===== config.mk =====
export PLATFORM = sky130hd
export DESIGN_NAME = pipeline_hazard_ctrl
export DESIGN_NICKNAME = d
export VERILOG_FILES = /design/src/rtl/pipeline_hazard_ctrl.sv
export SDC_FILE = /design/constraint.sdc
export NUM_CORES = 1
export LEC_CHECK = 0
export ABC_AREA = 0
export CAP_MARGIN = 30
export CORE_ASPECT_RATIO = 0.5
export CORE_UTILIZATION = 49
export CTS_CLUSTER_DIAMETER = 100
export DETAILED_ROUTE_END_ITERATION = 12
export PLACE_DENSITY = 0.81
export SKIP_LAST_GASP = 1
export SLEW_MARGIN = 10
export SYNTH_ARGS = -nofsm -noshare
export SYNTH_HDL_FRONTEND = slang
export SYNTH_SLANG_ARGS = --single-unit

===== constraint.sdc =====
create_clock -name clk -period 5.4 [get_ports clk]
set_clock_uncertainty 0.1 [all_clocks]
set_input_delay 1.08 -clock clk [delete_from_list [all_inputs] [get_ports clk]]
set_output_delay 1.08 -clock clk [all_outputs]
set_load 0.01 [all_outputs]

===== src/rtl/pipeline_hazard_ctrl.sv =====
// pipeline_hazard_ctrl
//   Central stall/flush sequencer for the 5-stage MIPS pipeline. Resolves load-use, branch,
//   jump, instruction-fetch wait and data-memory wait into PC write-enable and per-register
//   hold/flush/bubble controls. A small FSM tracks whether an outstanding fetch was made stale
//   by a redirect, so the word that eventually returns for the old PC is dropped.
//
// Ports
//   clk, reset            clock (rising edge), synchronous active-high reset
//   id_rs, id_rt          source registers of the instruction in ID
//   id_uses_rt            ID instruction reads rt
//   ex_mem_read, ex_rt    EX instruction is a load, and its destination
//   ex_branch_taken       branch resolved taken in EX
//   id_jump               jump decoded in ID
//   imem_ready            fetch data for the current PC is valid
//   mem_access            MEM instruction accesses data memory
//   dmem_ready            data memory completes this cycle
//   pc_write              PC load enable
//   if_id_hold/flush      IF/ID hold / load NOP
//   id_ex_bubble/hold     ID/EX load zero / hold
//   ex_mem_hold           EX/MEM hold
//   mem_wb_bubble         MEM/WB load zero
//   stall_cycles          saturating count of non-reset cycles with pc_write low
//   flush_count           saturating count of branch/jump redirect flushes
module pipeline_hazard_ctrl #(
    parameter int unsigned CNT_W = 16
) (
    input  logic             clk,
    input  logic             reset,
    input  logic [4:0]       id_rs,
    input  logic [4:0]       id_rt,
    input  logic             id_uses_rt,
    input  logic             ex_mem_read,
    input  logic [4:0]       ex_rt,
    input  logic             ex_branch_taken,
    input  logic             id_jump,
    input  logic             imem_ready,
    input  logic             mem_access,
    input  logic             dmem_ready,
    output logic             pc_write,
    output logic             if_id_hold,
    output logic             if_id_flush,
    output logic             id_ex_bubble,
    output logic             id_ex_hold,
    output logic             ex_mem_hold,
    output logic             mem_wb_bubble,
    output logic [CNT_W-1:0] stall_cycles,
    output logic [CNT_W-1:0] flush_count
);

    typedef enum logic [1:0] {StRun, StIwait, StIwaitDiscard} state_e;

    localparam logic [CNT_W-1:0] CntMax = '1;

    state_e           state_q, state_d;
    logic [CNT_W-1:0] stall_q, flush_q;
    logic             freeze, load_use, redirect, flush_fire;

    always_comb begin
        freeze     = mem_access & ~dmem_ready;
        load_use   = ex_mem_read & (ex_rt != 5'd0) &
                     ((ex_rt == id_rs) | (id_uses_rt & (ex_rt == id_rt)));
        // A memory freeze holds EX, so a branch/jump seen there is not acted on yet.
        redirect   = ~freeze & (ex_branch_taken | id_jump);
        flush_fire = ~reset & redirect;
    end

    // Control outputs: fixed priority, first match wins.
    always_comb begin
        pc_write      = 1'b0;
        if_id_hold    = 1'b0;
        if_id_flush   = 1'b0;
        id_ex_bubble  = 1'b0;
        id_ex_hold    = 1'b0;
        ex_mem_hold   = 1'b0;
        mem_wb_bubble = 1'b0;
        if (reset) begin
            if_id_flush   = 1'b1;
            id_ex_bubble  = 1'b1;
            mem_wb_bubble = 1'b1;
        end else if (freeze) begin
            if_id_hold    = 1'b1;
            id_ex_hold    = 1'b1;
            ex_mem_hold   = 1'b1;
            mem_wb_bubble = 1'b1;
        end else if (ex_branch_taken) begin
            pc_write     = 1'b1;
            if_id_flush  = 1'b1;
            id_ex_bubble = 1'b1;
        end else if (id_jump) begin
            pc_write    = 1'b1;
            if_id_flush = 1'b1;
        end else if (load_use) begin
            if_id_hold   = 1'b1;
            id_ex_bubble = 1'b1;
        end else if (state_q == StIwaitDiscard) begin
            // Whatever arrives belongs to the pre-redirect PC.
            if_id_flush = 1'b1;
        end else if (!imem_ready) begin
            if_id_flush = 1'b1;
        end else begin
            pc_write = 1'b1;
        end
    end

    always_comb begin
        state_d = state_q;
        if (!freeze) begin
            case (state_q)
                StRun: begin
                    if (!imem_ready) state_d = redirect ? StIwaitDiscard : StIwait;
                end
                StIwait: begin
                    if (imem_ready)    state_d = StRun;
                    else if (redirect) state_d = StIwaitDiscard;
                end
                StIwaitDiscard: begin
                    // Stale word returned; the redirect target fetch starts next cycle.
                    if (imem_ready) state_d = StIwait;
                end
                default: state_d = StRun;
            endcase
        end
    end

    always_ff @(posedge clk) begin
        if (reset) begin
            state_q <= StRun;
            stall_q <= '0;
            flush_q <= '0;
        end else begin
            state_q <= state_d;
            if (!pc_write && stall_q != CntMax) stall_q <= stall_q + CNT_W'(1);
            if (flush_fire && flush_q != CntMax) flush_q <= flush_q + CNT_W'(1);
        end
    end

    assign stall_cycles = stall_q;
    assign flush_count  = flush_q;

endmodule


==> flow_summary.ini <==
[placed_design]
dp.cells = 337
dp_hpwl_mm = 3.38
dp_slack_ns = 0.824
gp_congestion = 0.786
numPortBuffers = 62
dpl_cell_area_um2 = 2530

[global_route]
grt_pass1_wl_mm = 7.32
antenna_found_initial = 0
track_usage_pct = 24.1
grt_max_degree = 40
grt-ovfl-total = 0
grt_pass1_vias = 1612

[final_layout]
layout.nets = 319
area_growth_pct = 40.1
final_area_um2 = 2620
fill_cells = 271
final-instance-count-excl-fill = 345
multi_input_comb_area_um2 = 1130
regArea_um2 = 681
antennaDiodeCount = 0
drive_above_1_share_pct = 6.12

[die]
die_w_um = 89.4
rows = 15
core-area_um2 = 3550
die_h_um = 45.7
die_area_um2 = 4090
initial_core_util_pct = 52.8
ios = 63

[timing]
drv_slew = 0
finalSetupViolations = 0
relSlewSlack_pct = 53.7
fin_crit_ns = 4.60
rsz0062_at_grt = false
hold_viol_final = 0
max_slew.worst_pin.slew_ns = 0.687
timing.fmax_mhz = 217
tns_ns = 0
fin_crit_sh_pct = 85.3
setup_ws_ns = 0.796

[power_and_ir_drop]
p_total_uw = 532
p_leak_uw = 0.000873
ir_drop_mv = 0.115
p_per_area_nw_per_um2 = 203

[yosys]
async_reset_ff_share_pct = 0
ys_warn_count = 0
ys_seq_area_share_pct = 36.3
syn-num-nets = 259
synth_cells = 233
yosysUniqueCellTypes = 35
synth_edf_count = 0
synth_flop_cell = dfxtp_1
yosys_register_bits = 34
synth_area_um2 = 1870
synth_area_per_cell_um2 = 8.04

[clock_network]
cts_resized = 0
clkSinkCount = 34
clock-root-buffer = clkbuf_8
cts_setup_buffers = 0
htree_levels = 2
clk_transition_reported_paths_ns = 0.07
clk_latency_ns = 0.29
cts_buffer_depth = 2
cts_buffers = 5
cts_tree = yes
hold_buffers = 0

[drt]
firstDrtPassIters = 4
route.detailed.drc = 0
wl_mm = 4.75
drt_iter0_drc = 92
ant_nets = 0
drt-wirelength-per-cell_um = 13.8
routed_via_density = 5.75
via_count = 1983

[worst_setup_path]
arrival_ns = 3.42
start_kind = input pin
path_max_fanout = 5
critPathRequiredTime_ns = 4.22
end_kind = output port
path_class = in2out

[status]
status = finished, final reports clean

[job]
cap_violations = 0

[hold_path]
hp-class = reg2reg
placed cells by master (no fill, tap or decap), types with 3 or more instances in the layout:
cell             count
a21oi_1             19
o21ai_0              9
or4_1               13
and3_1               6
nand2_1             13
clkbuf_8             6
inv_1                5
dfxtp_1             34
o31ai_1             12
nor2_1              24
xor2_1              16
nor4_1               5
xnor2_1              8
nor3_1               5
nor2b_1              3
or3_1                3
buf_4                3
nand4_1              8
or2_2                5
nand3_1             14
clkdlybuf4s50_1     62
power breakdown:
| part | switching (µW) | internal [µW] |
|---|---|---|
| clock network | 94.8 | 103 |
| registers | 5.22 | 255 |
| logic | 34.3 | 39.2 |
| total | 134 | 398 |
worst max-delay path, stage by stage:
cell and delay (ns):
clkdlybuf4s50_1 0.46, or4_1 0.55, o21ai_0 0.40, o21ai_0 0.14, a21oi_1 0.15, or2_2 0.11
clkdlybuf4s50_1 0.52
per-stage QoR:
stage	hold slack, ns	utilization, %
after floorplan	0.377	-
after global placement	0.373	71.4
after detailed placement	0.389	71.4
after CTS	0.399	74.0
after global routing	0.430	74.0
final	0.398	74.0
sequential cells by signal, indices dropped and copies added, names as in the netlist:
| name | flops |
|---|---|
| stall_cycles | 16 |
| state_q | 2 |
| flush_count | 16 |
cell usage after synthesis, types with 2 or more instances:
cell type / number / area share, %
and2_1: 2 / 0.67
o21ai_0: 9 / 2.4
ha_1: 2 / 1.3
nor2_1: 24 / 4.8
nand3_1: 14 / 3.7
nor4_1: 5 / 1.7
o31ai_1: 12 / 4.8
nand4_1: 8 / 2.7
or4_1: 13 / 5.2
clkbuf_1: 7 / 1.4
buf_2: 3 / 0.80
or2_2: 5 / 1.7
a32oi_1: 2 / 0.94
nand2_1: 13 / 2.6
or3_1: 3 / 1.0
inv_1: 5 / 1.0
nor2b_1: 3 / 1.0
xor2_1: 16 / 7.5
and3_1: 6 / 2.0
nor3_1: 6 / 1.6
nand2b_1: 2 / 0.67
a21oi_1: 19 / 5.1
xnor2_1: 8 / 3.7
dfxtp_1: 34 / 36
and4_1: 2 / 0.94
final timing paths:
kind                            startpoint                       endpoint  slack (ns)  cells after the start
min reg2reg  stall_cycles[10]$_SDFFE_PP0P_  stall_cycles[10]$_SDFFE_PP0P_        0.40                      2
max reg2reg   stall_cycles[3]$_SDFFE_PP0P_   stall_cycles[1]$_SDFFE_PP0P_        3.14                      7
max                               ex_rt[1]                    if_id_flush        0.80                      7
min          stall_cycles[10]$_SDFFE_PP0P_  stall_cycles[10]$_SDFFE_PP0P_        0.40                      2
per-layer routing:
| layer | routed length (µm) | track usage (%) | vias up |
|---|---|---|---|
| li1 | - | - | 976 |
| met5 | 0 | 0 | - |
| met1 | 2170 | 30.2 | 935 |
| met2 | 2270 | 40.8 | 61 |
| met3 | 242 | 6.88 | 11 |
| met4 | 74 | 7.62 | 0 |
cells by family after synthesis:
group / share of synthesized area (%)
adders and majority gates: 1.34
DFF: 36.3
buffers and inverters: 3.81
xor gates and xnor gates: 11.2
muxes: 0.601
AOI/OAI and AO/OA: 16.4
and+or+nand+nor: 30.3
cell type report:
cell class / count / area share (%)
clock buffers: 7 / 3.29
clock inverters: 1 / 0.191
inverters: 5 / 0.715
multi-input cells: 182 / 42.9
flip-flops and latches: 34 / 25.9
well taps: 51 / 2.43
repair buffers: 65 / 24.5
Note: power is estimated with default switching activity, not from simulation.
==> RTL change (config.mk and constraints unchanged) <==
Re-encode `state_e` (3 states) as one-hot, 3 bits wide.
--- a/src/rtl/pipeline_hazard_ctrl.sv
+++ b/src/rtl/pipeline_hazard_ctrl.sv
@@ -47,7 +47,7 @@
     output logic [CNT_W-1:0] flush_count
 );
 
-    typedef enum logic [1:0] {StRun, StIwait, StIwaitDiscard} state_e;
+    typedef enum logic [2:0] {StRun = 3'b001, StIwait = 3'b010, StIwaitDiscard = 3'b100} state_e;
 
     localparam logic [CNT_W-1:0] CntMax = '1;
 
Behaviour: no difference found for any inputs over 10 cycles, from zero or initial values and one cycle with reset high; not proved beyond that.
==> RTL change against the original RTL <==
- final area is 1.6% higher
- critical path depth unchanged
- setup slack worse by 0.081 ns
- area after synthesis is 1.7% higher
- routed wire length fell by 4.7%
- global-route usage decreased by 1.7 points
- sequential cell count rose by 1
- register-to-register slack worse by 0.55 ns
- clock power grew 18%
- power is 11% higher
- synthesized cell count increased by 1.3%
==> RTL change: results (changes against the original RTL) <==
| Metric | Value |
|---|---|
| First drt pass iteration count | 5 (+1) |
| RD Place Congestion | 0.799 (+1.7%) |
| Post-detail-place hpwl | 3390 um (+0.32%) |
| Place WS | 0.722 ns (-0.103 ns) |
| Pin count of the biggest net entering global routing | 38 (-5.0%) |
| CTS Hold Bufs | 0 (unchanged) |
| Area contributors post-synth | dfxtp_1 37%, xor2_1 8.7%, nor2_1 7.5% |
| GRT Resource Usage Total | 0.224 (-0.0165) |
| Post-CTS setup buffer count | 0 (unchanged) |
| Placed cell areas | 2550 um2 (+0.64%) |
| Most numerous cell in the Yosys netlist | nor2_1 |
| CP arrival | 3.50 ns (+0.08 ns) |
| Hold WC Path Type | flip-flop to flip-flop |
| Worst VDD drop | 0.138 mV (+19%) |
| Num CTS Buffers | 5 (unchanged) |
| Synth cell types | 38 (+8.6%) |
| Global-route wire length before repair | 7300 um (-0.27%) |
| Asr flop ratio synth | 0 (unchanged) |
| Iter 0 DRT Violations | 60 (-35%) |
| Commonest cells in the netlist | 38 x nor2_1, 35 x dfxtp_1, 19 x xor2_1, 16 x a21oi_1, 16 x nand3_1 |
| Sequential share of the synthesized area | 0.368 (+0.00430) |
| Worst slew margin | 0.603 (+0.0663) |
| Clock transition at path regs | 0.08 ns |
| Vias in the first global route | 1635 (+1.4%) |
| Port Buffer Count | 62 (unchanged) |
| Syn_nets | 262 (+1.2%) |
| Post-DR wirelength/cell | 12.9 um (-6.3%) |
| Leak | 0.000915 uW (+4.8%) |
| Share of cells above drive strength 1 | 0.0433 (-0.0179) |
| Outcome | completed |
| Total number of vias | 1882 (-5.1%) |
| Total Nets Final | 325 (+1.9%) |
| CP Max Fanout | 4 (-1) |
| Fill cells | 265 (-2.2%) |
-- RTL change: cell types whose count changed in the layout (fill, tap and decap cells not counted), moves of 3 or more --
| cell | unedited run | this run |
|---|---|---|
| o31ai_1 | 12 | 5 |
| a21oi_1 | 19 | 16 |
| xor2_1 | 16 | 19 |
| nor2_1 | 24 | 38 |
| or2_2 | 5 | 0 |
| xnor2_1 | 8 | 15 |
| or4_1 | 13 | 5 |
| a2111oi_0 | 0 | 3 |
| nor4_1 | 5 | 2 |
| nand2b_1 | 2 | 6 |
-- RTL change: path summary, 6_finish.rpt --
kind,start,end,slack [ns],cells past startpoint
hold / removal,stall_cycles[6],stall_cycles[6],0.40,2
hold reg to reg,stall_cycles[6],stall_cycles[6],0.40,2
setup / recovery,ex_rt[1],if_id_flush,0.72,7
setup reg to reg,stall_cycles[0],stall_cycles[14],2.59,8
-- RTL change: per-layer routing --
metal	part of all wire	global-route usage
met5	0	0
met4	0.0075	0.0677
met3	0.034	0.0528
met2	0.50	0.421
met1	0.46	0.266
-- RTL change: power breakdown --
group          switching, uW  total (uW)  leakage, uW  internal, uW
Clock                   96.6         234    0.0000581           137
Combinational           37.2        82.1     0.000574          44.9
Sequential              8.98         273     0.000283           264
Total                    143         589     0.000915           447
-- RTL change: worst max-delay path, stage by stage --
cell	delay, ns
clkdlybuf4s50_1	0.46
or4_2	0.67
o21ai_0	0.32
nor2_1	0.11
o21ai_0	0.17
a21o_1	0.13
clkdlybuf4s50_1	0.55
-- RTL change: cells by family after synthesis --
family          after synthesis  synth area share
flops                        35             0.368
buf+inv                      14            0.0374
xor+xnor                     34             0.156
simple gates                107             0.284
fa+ha+maj                     2            0.0131
compound gates               44             0.142
-- RTL change: layout make-up --
type,count,area [um2],share of cell area
Multi-Input combinational cell,187,1130,0.425
Sequential cell,35,701,0.263
Clock buffer,5,68.8,0.0258
Tap cell,51,63.8,0.0239
Clock inverter,3,43.8,0.0164
Timing Repair Buffer,64,633,0.237
Inverter,6,22.5,0.00845
-- RTL change: through the flow --
stage / power, uW / cells / util
5_1_grt: 618 / 351 / 0.748
6_report: 589 / 351 / 0.748
2_1_floorplan: 321 / 236 / -
4_1_cts: 597 / 350 / 0.746
3_3_place_gp: 359 / 342 / 0.715
3_5_place_dp: 362 / 342 / 0.715
